`config.mk`:
```
export PLATFORM = sky130hd
export DESIGN_NAME = fmc516_adc_spi_seq_flat
export DESIGN_NICKNAME = d
export VERILOG_FILES = /design/src/rtl/fmc516_adc_spi_seq_if.sv /design/src/rtl/fmc516_adc_spi_seq.sv /design/src/flat_wrapper.sv
export SDC_FILE = /design/constraint.sdc
export NUM_CORES = 1
export LEC_CHECK = 0
export CORE_MARGIN = 3
export CORE_UTILIZATION = 53
export CTS_CLUSTER_DIAMETER = 40
export DETAILED_ROUTE_END_ITERATION = 10
export PLACE_DENSITY_LB_ADDON = 0.08
export SLEW_MARGIN = 10
export SYNTH_ARGS = -nofsm -noshare
export SYNTH_HDL_FRONTEND = slang
export SYNTH_SLANG_ARGS = --single-unit
export TNS_END_PERCENT = 20
```
`constraint.sdc`:
```
create_clock -name clk_sys_i -period 2.5 [get_ports clk_sys_i]
set_input_delay 0.5 -clock clk_sys_i [delete_from_list [all_inputs] [get_ports clk_sys_i]]
set_output_delay 0.5 -clock clk_sys_i [all_outputs]
set_load 0.01 [all_outputs]
```
`src/rtl/fmc516_adc_spi_seq_if.sv`:
```
// Host register-access port of the FMC516 ADC SPI sequencer.
// master: register bank side (issues requests); slave: sequencer side.
interface fmc516_adc_spi_seq_if;
  logic        host_req_i;
  logic        host_rnw_i;
  logic [1:0]  host_sel_i;
  logic [12:0] host_addr_i;
  logic [7:0]  host_wdata_i;
  logic [7:0]  host_rdata_o;
  logic        host_ack_o;

  modport master (
    output host_req_i, host_rnw_i, host_sel_i, host_addr_i, host_wdata_i,
    input  host_rdata_o, host_ack_o
  );

  modport slave (
    input  host_req_i, host_rnw_i, host_sel_i, host_addr_i, host_wdata_i,
    output host_rdata_o, host_ack_o
  );
endinterface

```
`src/rtl/fmc516_adc_spi_seq.sv`:
```
// FMC516 ADC 3-wire SPI sequencer: power-up init table walk, then host
// register accesses, onto one bus shared by four ADC chip selects.
// Optional: FMC516_SPI_READBACK_VERIFY_EN adds a readback frame after each
// init write and flags mismatches on init_err_o.
module fmc516_adc_spi_seq #(
  parameter int unsigned g_clk_div  = 4,
  parameter int unsigned g_num_init = 8,
  parameter int unsigned g_cs_setup = 2
) (
  input  logic                 clk_sys_i,
  input  logic                 sys_rst_n_i,
  input  logic                 init_start_i,
  output logic [5:0]           init_addr_o,
  input  logic [25:0]          init_data_i,
  output logic                 init_done_o,
  output logic                 init_err_o,
  fmc516_adc_spi_seq_if.slave  host,
  output logic                 busy_o,
  output logic                 spi_sclk_o,
  output logic                 spi_sdo_o,
  output logic                 spi_sdo_oe_o,
  input  logic                 spi_sdi_i,
  output logic [3:0]           spi_cs_n_o
);

`ifdef FMC516_SPI_READBACK_VERIFY_EN
  localparam bit RB_EN = 1'b1;
`else
  localparam bit RB_EN = 1'b0;
`endif

  localparam int unsigned CNT_W = $clog2(2 * g_clk_div + g_cs_setup + 1);

  typedef enum logic [2:0] {
    ST_IDLE, ST_FETCH, ST_CS_SETUP, ST_SHIFT, ST_CS_HOLD, ST_GAP, ST_ACK
  } state_t;

  state_t      state_q, state_d;
  logic [CNT_W-1:0] cnt_q, cnt_d;
  logic [4:0]  bit_q, bit_d;
  logic        sclk_q, sclk_d;
  logic [23:0] tx_q, tx_d;
  logic [7:0]  rx_q, rx_d;
  logic [3:0]  cs_n_q, cs_n_d;
  logic        oe_q, oe_d;
  logic [1:0]  sel_q, sel_d;
  logic        rd_q, rd_d;
  logic        src_init_q, src_init_d;
  logic        rb_q, rb_d;
  logic [5:0]  idx_q, idx_d;
  logic [20:0] ent_q, ent_d;
  logic        h_rnw_q, h_rnw_d;
  logic [12:0] h_addr_q, h_addr_d;
  logic [7:0]  h_wdata_q, h_wdata_d;
  logic [7:0]  rdata_q, rdata_d;
  logic        done_q, done_d;
  logic        err_q, err_d;

  // Init entries are always sent as 1-byte writes, so R/W and length bits are ignored.
  logic unused_init_bits;
  assign unused_init_bits = ^init_data_i[23:21];

  // State and datapath registers; reset aborts any frame in flight.
  always_ff @(posedge clk_sys_i or negedge sys_rst_n_i) begin
    if (!sys_rst_n_i) begin
      state_q    <= ST_IDLE;
      cnt_q      <= '0;
      bit_q      <= '0;
      sclk_q     <= 1'b0;
      tx_q       <= '0;
      rx_q       <= '0;
      cs_n_q     <= '1;
      oe_q       <= 1'b0;
      sel_q      <= '0;
      rd_q       <= 1'b0;
      src_init_q <= 1'b0;
      rb_q       <= 1'b0;
      idx_q      <= '0;
      ent_q      <= '0;
      h_rnw_q    <= 1'b0;
      h_addr_q   <= '0;
      h_wdata_q  <= '0;
      rdata_q    <= '0;
      done_q     <= 1'b0;
      err_q      <= 1'b0;
    end else begin
      state_q    <= state_d;
      cnt_q      <= cnt_d;
      bit_q      <= bit_d;
      sclk_q     <= sclk_d;
      tx_q       <= tx_d;
      rx_q       <= rx_d;
      cs_n_q     <= cs_n_d;
      oe_q       <= oe_d;
      sel_q      <= sel_d;
      rd_q       <= rd_d;
      src_init_q <= src_init_d;
      rb_q       <= rb_d;
      idx_q      <= idx_d;
      ent_q      <= ent_d;
      h_rnw_q    <= h_rnw_d;
      h_addr_q   <= h_addr_d;
      h_wdata_q  <= h_wdata_d;
      rdata_q    <= rdata_d;
      done_q     <= done_d;
      err_q      <= err_d;
    end
  end

  // Sequencer: arbitration, frame build, SCLK/SDO/SDI timing and init bookkeeping.
  always_comb begin
    state_d    = state_q;
    cnt_d      = cnt_q;
    bit_d      = bit_q;
    sclk_d     = sclk_q;
    tx_d       = tx_q;
    rx_d       = rx_q;
    cs_n_d     = cs_n_q;
    oe_d       = oe_q;
    sel_d      = sel_q;
    rd_d       = rd_q;
    src_init_d = src_init_q;
    rb_d       = rb_q;
    idx_d      = idx_q;
    ent_d      = ent_q;
    h_rnw_d    = h_rnw_q;
    h_addr_d   = h_addr_q;
    h_wdata_d  = h_wdata_q;
    rdata_d    = rdata_q;
    done_d     = done_q;
    err_d      = err_q;
    unique case (state_q)
      ST_IDLE: begin
        if (init_start_i) begin
          done_d     = 1'b0;
          err_d      = 1'b0;
          idx_d      = '0;
          src_init_d = 1'b1;
          rb_d       = 1'b0;
          state_d    = ST_FETCH;
        end else if (host.host_req_i) begin
          src_init_d = 1'b0;
          h_rnw_d    = host.host_rnw_i;
          sel_d      = host.host_sel_i;
          h_addr_d   = host.host_addr_i;
          h_wdata_d  = host.host_wdata_i;
          state_d    = ST_FETCH;
        end
      end
      ST_FETCH: begin
        if (src_init_q && rb_q) begin
          tx_d = {1'b1, 2'b00, ent_q[20:8], 8'h00};
          rd_d = 1'b1;
        end else if (src_init_q) begin
          sel_d = init_data_i[25:24];
          ent_d = init_data_i[20:0];
          tx_d  = {1'b0, 2'b00, init_data_i[20:0]};
          rd_d  = 1'b0;
        end else begin
          tx_d = {h_rnw_q, 2'b00, h_addr_q, h_rnw_q ? 8'h00 : h_wdata_q};
          rd_d = h_rnw_q;
        end
        cs_n_d  = ~(4'b0001 << sel_d);
        oe_d    = 1'b1;
        cnt_d   = '0;
        bit_d   = '0;
        sclk_d  = 1'b0;
        rx_d    = '0;
        state_d = ST_CS_SETUP;
      end
      ST_CS_SETUP: begin
        cnt_d = cnt_q + 1'b1;
        if (cnt_q == CNT_W'(g_cs_setup - 1)) begin
          cnt_d   = '0;
          state_d = ST_SHIFT;
        end
      end
      ST_SHIFT: begin
        cnt_d = cnt_q + 1'b1;
        if (cnt_q == CNT_W'(g_clk_div - 1)) begin
          sclk_d = 1'b1;
          rx_d   = {rx_q[6:0], spi_sdi_i};
        end
        if (cnt_q == CNT_W'(2 * g_clk_div - 1)) begin
          cnt_d  = '0;
          sclk_d = 1'b0;
          tx_d   = {tx_q[22:0], 1'b0};
          bit_d  = bit_q + 5'd1;
          if (rd_q && bit_q == 5'd15) oe_d = 1'b0;
          if (bit_q == 5'd23) state_d = ST_CS_HOLD;
        end
      end
      ST_CS_HOLD: begin
        cnt_d = cnt_q + 1'b1;
        if (cnt_q == CNT_W'(g_cs_setup - 1)) begin
          cnt_d   = '0;
          cs_n_d  = '1;
          oe_d    = 1'b0;
          state_d = ST_GAP;
        end
      end
      ST_GAP: begin
        if (src_init_q) begin
          // A verified entry takes two frames; the index only moves after the readback.
          if (RB_EN && !rb_q) begin
            rb_d    = 1'b1;
            state_d = ST_FETCH;
          end else begin
            if (rb_q && rx_q != ent_q[7:0]) err_d = 1'b1;
            rb_d = 1'b0;
            if (idx_q == 6'(g_num_init - 1)) begin
              done_d  = 1'b1;
              state_d = ST_IDLE;
            end else begin
              idx_d   = idx_q + 6'd1;
              state_d = ST_FETCH;
            end
          end
        end else begin
          rdata_d = rd_q ? rx_q : 8'h00;
          state_d = ST_ACK;
        end
      end
      ST_ACK:  state_d = ST_IDLE;
      default: state_d = ST_IDLE;
    endcase
  end

  // The table is registered, so it is addressed with the next index to have data during FETCH.
  assign init_addr_o       = idx_d;
  assign init_done_o       = done_q;
  assign init_err_o        = RB_EN & err_q;
  assign host.host_rdata_o = rdata_q;
  assign host.host_ack_o   = (state_q == ST_ACK);
  assign busy_o            = (state_q != ST_IDLE);
  assign spi_sclk_o        = sclk_q;
  assign spi_sdo_o         = tx_q[23] & ~(&cs_n_q);
  assign spi_sdo_oe_o      = oe_q;
  assign spi_cs_n_o        = cs_n_q;

endmodule
```
`src/flat_wrapper.sv`:
```
// flat-port wrapper written by rule: the top's interface ports become plain ports
module fmc516_adc_spi_seq_flat 
#(
  parameter int unsigned g_clk_div  = 4,
  parameter int unsigned g_num_init = 8,
  parameter int unsigned g_cs_setup = 2
)
  (clk_sys_i, sys_rst_n_i, init_start_i, init_addr_o, init_data_i, init_done_o, init_err_o, busy_o, spi_sclk_o, spi_sdo_o, spi_sdo_oe_o, spi_sdi_i, spi_cs_n_o, host_host_req_i, host_host_rnw_i, host_host_sel_i, host_host_addr_i, host_host_wdata_i, host_host_rdata_o, host_host_ack_o);
  fmc516_adc_spi_seq_if host_i ();
  input  logic clk_sys_i;
  input  logic sys_rst_n_i;
  input  logic init_start_i;
  output logic [5:0] init_addr_o;
  input  logic [25:0] init_data_i;
  output logic init_done_o;
  output logic init_err_o;
  output logic busy_o;
  output logic spi_sclk_o;
  output logic spi_sdo_o;
  output logic spi_sdo_oe_o;
  input  logic spi_sdi_i;
  output logic [3:0] spi_cs_n_o;
  input wire logic [$bits(host_i.host_req_i)-1:0] host_host_req_i;
  input wire logic [$bits(host_i.host_rnw_i)-1:0] host_host_rnw_i;
  input wire logic [$bits(host_i.host_sel_i)-1:0] host_host_sel_i;
  input wire logic [$bits(host_i.host_addr_i)-1:0] host_host_addr_i;
  input wire logic [$bits(host_i.host_wdata_i)-1:0] host_host_wdata_i;
  output wire logic [$bits(host_i.host_rdata_o)-1:0] host_host_rdata_o;
  output wire logic [$bits(host_i.host_ack_o)-1:0] host_host_ack_o;
  assign host_i.host_req_i = host_host_req_i;
  assign host_i.host_rnw_i = host_host_rnw_i;
  assign host_i.host_sel_i = host_host_sel_i;
  assign host_i.host_addr_i = host_host_addr_i;
  assign host_i.host_wdata_i = host_host_wdata_i;
  assign host_host_rdata_o = host_i.host_rdata_o;
  assign host_host_ack_o = host_i.host_ack_o;
  fmc516_adc_spi_seq #(.g_clk_div(g_clk_div), .g_num_init(g_num_init), .g_cs_setup(g_cs_setup)) u_core (.clk_sys_i(clk_sys_i), .sys_rst_n_i(sys_rst_n_i), .init_start_i(init_start_i), .init_addr_o(init_addr_o), .init_data_i(init_data_i), .init_done_o(init_done_o), .init_err_o(init_err_o), .host(host_i), .busy_o(busy_o), .spi_sclk_o(spi_sclk_o), .spi_sdo_o(spi_sdo_o), .spi_sdo_oe_o(spi_sdo_oe_o), .spi_sdi_i(spi_sdi_i), .spi_cs_n_o(spi_cs_n_o));
endmodule
```
# Yosys cells after proc, flatten, opt, wreduce, memory -nomap -nowiden
# Cells that the tools add are included.
[word_totals]
reg_bits = 113
out_inout_bits = 25
[classes]
n_addsub = 3
n_eq_ne = 25
n_shift = 1
n_mux = 51
bitwise_logic = 6
reduce_logical = 26
[op_table]
columns = ["cell", "n"]
rows = [
  ["24-bit 2-to-1 mux", 3],
  ["24-bit one-hot mux with 2 select lines", 1],
  ["8-bit 2-to-1 mux", 3],
  ["3-bit 2-to-1 mux", 7],
  ["6-bit 2-to-1 mux", 3],
  ["3-bit one-hot mux with 6 select lines", 1],
  ["2-bit by 1-bit != test with 1-bit output, second input constant", 8],
  ["8-bit one-hot mux with 2 select lines", 1],
  ["1-bit 2-to-1 mux", 14],
  ["4-bit 2-to-1 mux", 3],
  ["4-bit one-hot mux with 3 select lines", 1],
  ["6-bit one-hot mux with 2 select lines", 1],
  ["2-bit AND reduction", 6],
  ["3-bit AND reduction", 4],
  ["4-bit AND reduction", 3],
  ["2-bit 2-to-1 mux", 5],
  ["5-bit one-hot mux with 2 select lines", 1],
  ["2-bit nonzero test", 5],
  ["3-bit equality test, second input constant", 3],
  ["3-bit nonzero test", 3],
  ["4-bit one-hot mux with 2 select lines", 1],
  ["6-bit by 1-bit adder with 6-bit output, second input constant", 1],
  ["3-bit by 2-bit equality test with 1-bit output, second input constant", 2],
  ["6-bit by 3-bit equality test with 1-bit output, second input constant", 1],
  ["other kinds (23)", 31],
]

# Longest topological paths before layout
[logic_depth]
word_depth = 6
depth_mapped = 7

# Worst setup path after synthesis
# No wires, ideal clock.
[synth_timing]
path_kind = "register to output"
startpoint = "register u_core.state_q[0]"
endpoint = "output init_addr_o[3]"
arrival_time_ns = 1.489
path_slack_ns = 0.511
path_stages_with_launch = 5
path_buffers = 2
cell_sequence = "dfrtp_1 -> buf_2 -> buf_2 -> nand3b_1 -> o41ai_1"
[synth_between]
elab_chain_len = 2
word_cells_on_any_way = 3
cone_classes = "1 x eq/ne; 1 x mux; 1 x reduce/logical"
[synth_lines]
columns = ["element", "line_no", "text"]
rows = [
  ["start, declared", "fmc516_adc_spi_seq.sv:38", "state_t state_q, state_d;"],
  ["start signal, assigned", "fmc516_adc_spi_seq.sv:87", "state_q <= state_d;"],
  ["3-bit equality test / 3-bit zero test (equally long branches)", "fmc516_adc_spi_seq.sv:132", "unique case (state_q)"],
  ["6-bit one-hot mux with 2 select lines *", "fmc516_adc_spi_seq.sv:132", ""],
  ["end, declared", "flat_wrapper.sv:13", "output logic [5:0] init_addr_o;"],
]
# Mark *: on every way between the ends. The rest lies on a longest branch, timed or not.

# Worst setup path in the final report
[layout_timing]
startpoint = "register u_core.idx_q[1]"
endpoint = "output init_addr_o[0]"
[layout_between]
elab_chain_len = 4
[layout_lines]
columns = ["element", "line_no", "text"]
rows = [
  ["start, declared", "fmc516_adc_spi_seq.sv:50", "logic [5:0] idx_q, idx_d;"],
  ["start signal, assigned", "fmc516_adc_spi_seq.sv:99", "idx_q <= idx_d;"],
  ["6-bit by 3-bit equality test with 1-bit output", "fmc516_adc_spi_seq.sv:211", "if (idx_q == 6'(g_num_init - 1)) begin"],
  ["6-bit 2-to-1 mux", "fmc516_adc_spi_seq.sv:211", ""],
  ["6-bit 2-to-1 mux", "fmc516_adc_spi_seq.sv:203", "if (src_init_q) begin"],
  ["6-bit one-hot mux with 2 select lines", "fmc516_adc_spi_seq.sv:132", ""],
]
# Every way passes these cells.

==> results.txt <==
- Run status: completed
- DRC marker count from the first detailed-route iteration: about 250
* Core Region: between 0.007 and 0.008 sq mm
- Wire length of the first global-routing pass: between 15000 and 20000 microns
* Final Hold Viols: 0
- Final estimated routing congestion in global placement: slightly below 0.9
- RSZ-0062 raised after global routing: true
* Critical path cell sequence: ha_2 -> nand2_2 -> o41ai_4 -> nor2_2 -> mux2_2 -> dlymetal6s2s_1
- Util after Layout: 0.7098
- Antenna violations before repair: 0
- Clock-pin slew was measured on the worst setup and hold paths at 0.09 ns.
* Delay of the slowest cell on the worst path: ~0.42 ns
- Launching element type of the critical path: flip-flop
- Fraction of met2 tracks used by global routing: 0.3337
* Busiest layer in global routing: met2
- Total CTS buffers: 9
- Cells after Synth: ~430
- Post-detailed-placement cell area: 0.005370 sq mm
- The layout has slightly above 600 filler cells.
* Layout overhead on the synthesized area: 26.57%
* Number of max-slew violations in the final report: 0
- Entering global routing, the biggest net connects 43 pins.
* Worst-case headroom to the max-slew limit: 0.5829
- Skew final: about 0.012 ns
- Fraction of power consumed by combinational cells: 0.068
- The mapped netlist covers 0.004446 sq mm.
- Total placed cells including tap cells: 603
* Depth of the worst register-to-register path: 5
- For the worst setup path, the data required time is roughly 2.0 ns.
- Buffer cell driving the clock tree root: clkbuf_8
- Vias: around 3600
- Inserted Diodes: 0
* Number of buffers on the longest clock path: 2
* Async set-reset flop share out of synthesis: 1.000
- Once detail routing completed, the nets flagged for antenna violations numbered 0.
* Slew at the pin closest to its max-slew limit: 0.6176 ns
* Clock Latency Late Sink: about 0.36 ns
* Number of global-route vias before repair: around 3700
* Starting density of the core: 0.5608
* Share of cell area taken by muxes after synthesis: 0.09682
- Setup slack at placement: -0.2607 ns
- Cell-internal power: 1.990 mW
- Of the cells placed in the final design, the portion with a size suffix greater than 1 is 0.1583.
- Compound-cell area share of the yosys netlist: 0.1931
- Number of nets in the synthesized netlist: just under 500
- After detailed routing, the total wire length is a little over 10000 microns.
- Simple-Gate Fraction of Synth Area: 0.1390
* Number of placement rows: 32
- Number of I/O port buffers: 75
- The finished cells cover 0.005627 sq mm.
- Height of the die: just under 100 microns
* Flop and latch count out of synthesis: 91
* Max H-tree Level: 3
- DR vias/cell: slightly below 6
* Num Clock Sinks: 91
- The library cell used most frequently in the layout, excluding fill and tap cells, is dfrtp_1.
- The slowest stage of the critical path is the o41ai_4 cell.
- At the end of the flow, the number of nets in the layout was 573.
- Power density over the cells: about 470 mW/mm^2
- Sequential-to-total area share from yosys stat: 0.5134
- Met3 track demand over resource in global routing: 0.04810
* Switching pwr: 0.6411 mW
* Max Freq: just over 0.4 GHz
- Max-capacitance violation count: 0
* Share of the synthesized netlist area taken by xor and xnor gates: 0.001970
- The total overflow left after global routing is 0.
* Count of flip-flops with a built-in enable after synthesis: 0
- Register-to-register setup slack: around 0.44 ns
- The worst setup path is of the flip-flop to output port kind.
- Dividing the final minimum period by the clock period gives 0.9929.
- Count of hold buffers inserted by post-cts repair: 0
- Static Leakage: 2.340 nW
- Average cell area after synthesis: ~10 sq um
* Type of element capturing the critical path: output port
- Fin worst setup slack: between 0.015 and 0.02 ns
- Once detailed placement completed, the half-perimeter wirelength came to roughly 7200 microns.
* Die ar.: 0.009523 sq mm
- In this run, distinct cell masters in the synthesized netlist total about 60.
* Reg power frac: 0.580
* GRT Total Usage: 0.2199
- Clock network fraction of total power: 0.351
- Net switching fraction of the power: 0.2436
- Avg WL per Cell: roughly 16 microns
- The worst register-to-register path begins at u_core.state_q[1]$_DFFE_PN0P_.
* IR Drop Worst-Case VDD: about 330 uV
- The die is roughly 100 microns wide.
- Reg-to-Reg End: u_core.h_rnw_q$_DFFE_PN0P_
- Top-level port count: 80
- CTS tree: done
- The path class of the tightest hold or removal check is input port to asynchronous set/reset pin.
- STA puts the critical path data arrival time at around 2 ns.
- For this run, global-route usage on met1 was measured as 0.3117.
- Final setup violation count: 0
- Critical path peak fanout: 3
- In the synthesized netlist the dominant register cell turns out to be dfrtp_1.
- Number of standard cells in the final layout excluding fillers: 620
- Share of synthesized cell area in full adder, half adder and majority cells: 0.01632
* DRC violation count after routing: 0
* Number of warnings printed during yosys synthesis: 0
- The first TritonRoute pass finished after 4 iterations.
* Highest-count cells in the layout ignoring fill and taps: 87 x dfrtp_1, 68 x nand2_1, 68 x clkdlybuf4s50_1
- Post-route minimum period: ~2.5 ns
- After synthesis, the largest family of logic cells by area is compound AO/OA/AOI/OAI gates.
[power groups by stage]
stage / logic, mW / registers, mW / clock network, mW
2_1_floorplan: 0.0481 / 1.55 / 0
3_3_place_gp: 0.180 / 1.55 / 0
3_5_place_dp: 0.183 / 1.56 / 0
4_1_cts: 0.183 / 1.53 / 0.949
5_1_grt: 0.198 / 1.53 / 1.01
6_report: 0.180 / 1.53 / 0.924
[synth_stat cells, drive strengths merged, types with 3 or more instances]
cell type | instances | area share
dfrtp | 87 | 0.49
nand2 | 69 | 0.058
o21ai | 54 | 0.061
mux2 | 24 | 0.061
buf | 20 | 0.026
a22o | 16 | 0.032
mux2i | 16 | 0.036
o22ai | 16 | 0.023
nor2 | 15 | 0.016
a21oi | 13 | 0.015
clkbuf | 8 | 0.0068
nand2b | 7 | 0.0099
inv | 6 | 0.0051
nand3 | 6 | 0.0068
nand3b | 6 | 0.010
a22oi | 5 | 0.0084
ha | 5 | 0.014
nor3 | 5 | 0.0068
o41ai | 5 | 0.0099
dfstp | 4 | 0.024
a2bb2oi | 3 | 0.0059
o211ai | 3 | 0.0051
[metal layers]
metal	vias to the layer above	routed length, microns	share of wire
li1	1735	-	-
met3	14	600	0.059
met1	1722	4768	0.47
met4	0	165	0.016
met5	-	0	0
met2	104	4664	0.46
[worst max path at each step]
stage / startpoint / to / slack (ns) / depth (start not counted)
after floorplan: u_core.state_q[0]$_DFFE_PN0P_ / init_addr_o[3] / 0.51 / 4
after global placement: init_start_i / init_addr_o[0] / -0.24 / 6
after detailed placement: init_start_i / init_addr_o[0] / -0.26 / 6
after CTS: u_core.state_q[1]$_DFFE_PN0P_ / init_addr_o[3] / -0.25 / 3
after global routing: u_core.idx_q[1]$_DFF_PN0_ / init_addr_o[2] / -0.15 / 7
final: u_core.idx_q[1]$_DFF_PN0_ / init_addr_o[0] / 0.02 / 6
[cells by family (layout without fill, tap and decap cells)]
kind of cell | Yosys count | after routing
AOI/OAI and AO/OA | 133 | 133
xor gates and xnor gates | 1 | 1
other | 1 | 1
adders and majority gates | 6 | 6
buffers and inverters | 35 | 121
and+or+nand+nor | 125 | 125
DFF | 91 | 91
muxes | 40 | 40
[worst max-delay path: cells and delay by family (launching register included)]
family / cells / cell delay (ns)
and+or+nand+nor: 2 / 0.17
buffers and inverters: 1 / 0.17
adders and majority gates: 1 / 0.20
muxes: 1 / 0.28
DFF: 1 / 0.37
AOI/OAI and AO/OA: 1 / 0.42
[flip-flops by register name, indices dropped and copies added (netlist names)]
register and cells:
u_core.idx_q 6, u_core.h_addr_q 13, u_core.bit_q 5, u_core.cnt_q 4, u_core.sel_q 2, u_core.rd_q 1, u_core.h_wdata_q 8, u_core.spi_sdo_oe_o 1
u_core.state_q 3, u_core.host.host_rdata_o 8, u_core.tx_q 24, u_core.init_done_o 1, u_core.spi_sclk_o 1, u_core.spi_cs_n_o 4, u_core.h_rnw_q 1, u_core.src_init_q 1
u_core.rx_q 8
[through the flow]
stage	TNS, ns	total power, mW	hold WS, ns
after floorplan	0	1.598	0.2044
after global placement	-0.8975	1.734	0.4548
after detailed placement	-1.082	1.739	0.4654
after CTS	-0.9121	2.659	0.1400
after global routing	-0.3673	2.742	0.1509
final	0	2.631	0.1305
[final cells by class]
class / instances / area (sq um) / share of cell area
Clock inverter: 6 / 47.55 / 0.008450
Multi-Input combinational cell: 306 / 2064 / 0.3669
Timing Repair Buffer: 98 / 950.9 / 0.1690
Sequential cell: 91 / 2282 / 0.4056
Clock buffer: 10 / 127.6 / 0.02268
Tap cell: 102 / 127.6 / 0.02268
Inverter: 7 / 26.28 / 0.004670
[repair_timing]
action	4_1_cts	5_1_grt
resized for setup	7	15
endpoints found under the hold margin	0	0
pin swaps	1	3
setup endpoints to repair	6	7
buffers inserted	0	1
Note: power is estimated with default switching activity, not from simulation.
